===== src/rtl/pow_5_rr_arbiter.sv =====
// Round-robin arbiter that shares one multi-cycle pow_5 unit among N_REQ requesters.
// It serves one request at a time, waits for the unit's result or a timeout, and then returns the response.
module pow_5_rr_arbiter #(
  parameter int N_REQ   = 4,
  parameter int W       = 8,
  parameter int TIMEOUT = 16
) (
  input  logic               clk,
  input  logic               rst,
  input  logic               clk_en,
  input  logic [N_REQ-1:0]   req,
  input  logic [N_REQ*W-1:0] req_n,
  output logic [N_REQ-1:0]   gnt,
  output logic [N_REQ-1:0]   rsp_vld,
  output logic [W-1:0]       rsp_res,
  output logic               rsp_err,
  output logic               busy,
  output logic               unit_n_vld,
  output logic [W-1:0]       unit_n,
  input  logic               unit_res_vld,
  input  logic [W-1:0]       unit_res
);

  localparam int IDW = (N_REQ > 1) ? $clog2(N_REQ) : 1;
  localparam int TW  = $clog2(TIMEOUT);
  localparam logic [TW-1:0]  TLAST = TW'(TIMEOUT - 1);
  localparam logic [IDW-1:0] ILAST = IDW'(N_REQ - 1);

  typedef enum logic [1:0] {IDLE, ISSUE, WAIT, RESP} state_t;

  state_t           state_q;
  logic [IDW-1:0]   ptr_q;
  logic [IDW-1:0]   id_q;
  logic [TW-1:0]    timer_q;
  logic [N_REQ-1:0] gnt_q;
  logic [N_REQ-1:0] rsp_vld_q;
  logic [W-1:0]     rsp_res_q;
  logic             rsp_err_q;
  logic             busy_q;
  logic             unit_n_vld_q;
  logic [W-1:0]     unit_n_q;

  logic [IDW-1:0]   winner_d;
  logic [TW-1:0]    timer_d;

  // First asserted request at or after the pointer, wrapping around.
  function automatic logic [IDW-1:0] rr_pick(input logic [N_REQ-1:0] r,
                                              input logic [IDW-1:0]   p);
    logic [IDW-1:0] w;
    int             idx;
    w = p;
    for (int k = N_REQ - 1; k >= 0; k--) begin
      idx = (int'(p) + k) % N_REQ;
      if (r[idx]) w = IDW'(idx);
    end
    return w;
  endfunction

  always_comb begin
    winner_d = rr_pick(req, ptr_q);
    timer_d  = timer_q + 1'b1;
  end

  always_ff @(posedge clk) begin
    if (rst) begin
      state_q      <= IDLE;
      ptr_q        <= '0;
      id_q         <= '0;
      timer_q      <= '0;
      gnt_q        <= '0;
      rsp_vld_q    <= '0;
      rsp_res_q    <= '0;
      rsp_err_q    <= 1'b0;
      busy_q       <= 1'b0;
      unit_n_vld_q <= 1'b0;
      unit_n_q     <= '0;
    end else begin
      // Grant is a single clk pulse, independent of clk_en.
      gnt_q <= '0;
      if (clk_en) begin
        case (state_q)
          IDLE: begin
            if (|req) begin
              id_q         <= winner_d;
              unit_n_q     <= req_n[int'(winner_d)*W +: W];
              gnt_q        <= N_REQ'(1) << winner_d;
              unit_n_vld_q <= 1'b1;
              busy_q       <= 1'b1;
              state_q      <= ISSUE;
            end
          end
          ISSUE: begin
            unit_n_vld_q <= 1'b0;
            timer_q      <= '0;
            state_q      <= WAIT;
          end
          WAIT: begin
            // A result arriving on the timeout cycle still counts as success.
            if (unit_res_vld) begin
              rsp_res_q <= unit_res;
              rsp_err_q <= 1'b0;
              rsp_vld_q <= N_REQ'(1) << id_q;
              state_q   <= RESP;
            end else if (timer_d == TLAST) begin
              rsp_res_q <= '0;
              rsp_err_q <= 1'b1;
              rsp_vld_q <= N_REQ'(1) << id_q;
              state_q   <= RESP;
            end else begin
              timer_q <= timer_d;
            end
          end
          RESP: begin
            rsp_vld_q <= '0;
            ptr_q     <= (id_q == ILAST) ? '0 : id_q + 1'b1;
            busy_q    <= 1'b0;
            state_q   <= IDLE;
          end
          default: state_q <= IDLE;
        endcase
      end
    end
  end

  assign gnt        = gnt_q;
  assign rsp_vld    = rsp_vld_q;
  assign rsp_res    = rsp_res_q;
  assign rsp_err    = rsp_err_q;
  assign busy       = busy_q;
  assign unit_n_vld = unit_n_vld_q;
  assign unit_n     = unit_n_q;

endmodule


===== config.mk =====
export PLATFORM = sky130hd
export DESIGN_NAME = pow_5_rr_arbiter
export DESIGN_NICKNAME = d
export VERILOG_FILES = /design/src/rtl/pow_5_rr_arbiter.sv
export SDC_FILE = /design/constraint.sdc
export NUM_CORES = 1
export LEC_CHECK = 0
export CORE_MARGIN = 2
export CORE_UTILIZATION = 60
export CTS_CLUSTER_DIAMETER = 50
export DETAILED_ROUTE_END_ITERATION = 8
export DONT_BUFFER_PORTS = 1
export GPL_ROUTABILITY_DRIVEN = 0
export GPL_TIMING_DRIVEN = 0
export PLACE_DENSITY = 0.88
export SLEW_MARGIN = 10
export SYNTH_ARGS = -nofsm -noshare
export SYNTH_HDL_FRONTEND = slang
export SYNTH_SLANG_ARGS = --single-unit

===== constraint.sdc =====
create_clock -name clk -period 2.3 [get_ports clk]
set_clock_uncertainty 0.05 [all_clocks]
set_input_delay 0.345 -clock clk [delete_from_list [all_inputs] [get_ports clk]]
set_output_delay 0.345 -clock clk [all_outputs]
set_load 0.01 [all_outputs]

==> flow_metrics.tcl <==
set metrics [dict create \
    outcome "finished clean" \
    finalPower_mw 1.21 \
    irDropWorstVdd_uv 405 \
    die_w_um 60.1 \
    syn_area_sq_um 1890 \
    worst_ep_required_time_ps 2480 \
    area_delta_synth_final_pct 5.83 \
    max_stage_delay_ps 390 \
    drv_slew 0 \
    rows 20 \
    leakagePower_nw 0.744 \
    fin_ws_ps 386 \
    post-cts-setup-buffers 0 \
    layout.nets 262 \
    ys_seq_area_share_pct 39.2 \
    antenna_left 0 \
    ys_ff_latch 37 \
    die_area_sq_um 3610 \
    drc 0 \
    crit_arrival_ps 2090 \
    dp_slack_ps 414 \
    critical_path.top_delay_family "compound AO/OA/AOI/OAI gates" \
    layout_common_cells "dfxtp_1, nand2_1, mux2i_1" \
    wl_mm 4.02 \
    cap_viol_max_count 0 \
    ys_warn_count 0 \
    grt_pass1_vias 1452 \
    worstPathCellList "ha_1 > nor3b_2 > a41oi_2 > o21a_1 > o21ba_1 > buf_6 > a22o_1" \
    avgSynthCellArea_sq_um 9.59 \
    dp_hpwl_mm 3.10 \
    postCtsHoldBufs 0 \
    critPathKind "flip-flop to flip-flop" \
    dpl_cell_area_sq_um 1940 \
    async_flop_share_pct 0 \
    grt_overflow 0 \
    drt_iter0_drc 56 \
    vias 1531 \
    clk_pin_slew_ps 110 \
    synth_top_flop_cell "dfxtp_1" \
    clk_latency_ps 330 \
    worst-path-buf-inv 1 \
    synth_top_area_cell "dfxtp_1" \
    dr.pass1.iters 4 \
    synth_edf_count 0 \
    dp.cells 241 \
    stdcell_count 248 \
    port-buffer-count 0 \
    cts.htree.levels 2 \
    cts_tree "built" \
    syn_nets 255 \
    numCtsBuffers 5 \
    final_util_pct 66.0 \
    setup_viol 0 \
    layout_min_cycle_time_ps 1910 \
    fmax_mhz 522 \
    antenna_cells 0 \
    initial_core_util_pct 62.4 \
    startpoint_type "flip-flop" \
    min_path_type "primary input to flip-flop" \
    cts_root_buffer "clkbuf_4" \
    cts_resized 0 \
    vias_per_cell 6.17 \
    tightestPinTransition_ps 504 \
    yosys-top-cells-area "dfxtp_1, mux2i_1, ha_1, a22o_1, nand2_1" \
    fin_tns_setup_ps 0 \
    timing.final.crit_share_pct 83.2 \
    met3_length_um 360 \
    drive_gt1_share_pct 10.3 \
    final_common_cell "dfxtp_1" \
    path_max_fanout 8 \
    clockBufferDepth 2 \
    met2WireLength_mm 2.07 \
    grt_pass1_wl_mm 6.23 \
    synthCells 197 \
    hold_viol 0 \
    top_layer "met4" \
    grt_util_all_layers_pct 22.9 \
    met1_length_mm 1.54 \
    maxSlewHeadroom_pct 66.3 \
    synth_top_area_share_pct 39.2 \
    grt_max_degree 11 \
    io_pins 75 \
    rsz0062_at_grt "false" \
    slowest_stage "dfxtp_1" \
    die_height_um 60.1 \
    ys_types 44 \
    antenna_found_initial 0 \
    core_sq_um 3030 \
    wl_per_cell_um 16.2 \
    critical_path.endpoint_type "flip-flop" \
    holdWs_ps 52.1 \
    clock_sinks 37 \
    power_density_nw_per_um2 604 \
    stdcell_area_sq_um 2000 \
]
[path summary, 6_finish.rpt]
| check | cells past startpoint | slack [ps] | endpoint | from |
|---|---|---|---|---|
| worst min-delay path | 1 | 50 | rsp_err | unit_res_vld |
| worst max register to register | 7 | 390 | rsp_res[5] | timer_q[0] |
| worst min register to register | 2 | 480 | timer_q[2] | timer_q[2] |
| worst max-delay path | 7 | 390 | rsp_res[5] | timer_q[0] |
[synth_stat cells (2+ instances only)]
master / n
nor2b_1: 4
o221ai_1: 8
nand2_1: 19
nor3b_2: 2
ha_1: 10
clkbuf_1: 4
o21ai_0: 4
a22o_1: 12
nor2_1: 14
dfxtp_1: 37
nand2b_1: 6
and2b_1: 2
a21oi_1: 9
nand3_1: 8
o21a_1: 3
inv_1: 8
mux2i_1: 19
buf_6: 2
[flip-flops by register name, indices dropped and copies added (netlist names)]
signal and count:
timer_q 4, unit_n_vld 1, rsp_res 8, unit_n 8
rsp_vld 4, rsp_err 1, state_q 2, id_q 2
busy 1, gnt 4, ptr_q 2
[report_power, final]
part / switching (mW) / internal, mW / total (mW)
Combinational: 0.0871 / 0.0706 / 0.158
Clock: 0.200 / 0.144 / 0.344
Sequential: 0.0352 / 0.670 / 0.706
Total: 0.322 / 0.885 / 1.21
[layout make-up]
cell class                 instances  area [sq um]
multi-input combinational        143          1060
fill                             244          1030
sequential                        37           741
clock buffer                       7          55.1
buffer                             9          55.1
tap                               44          55.1
inverter                           8          30.0
[cell families after synthesis]
| logic type | share of synthesized area [%] |
|---|---|
| buf+inv | 4.50 |
| compound gates | 21.1 |
| simple gates | 18.5 |
| flops | 39.2 |
| mux | 10.1 |
| fa+ha+maj | 6.62 |
[per-layer routing]
metal  vias up  GRT usage, %
met2        75          38.5
met3         8          9.74
met5         -             0
met4         0          8.25
met1       714          25.6
li1        734             -
No activity file was read; power rests on OpenSTA's default activity.
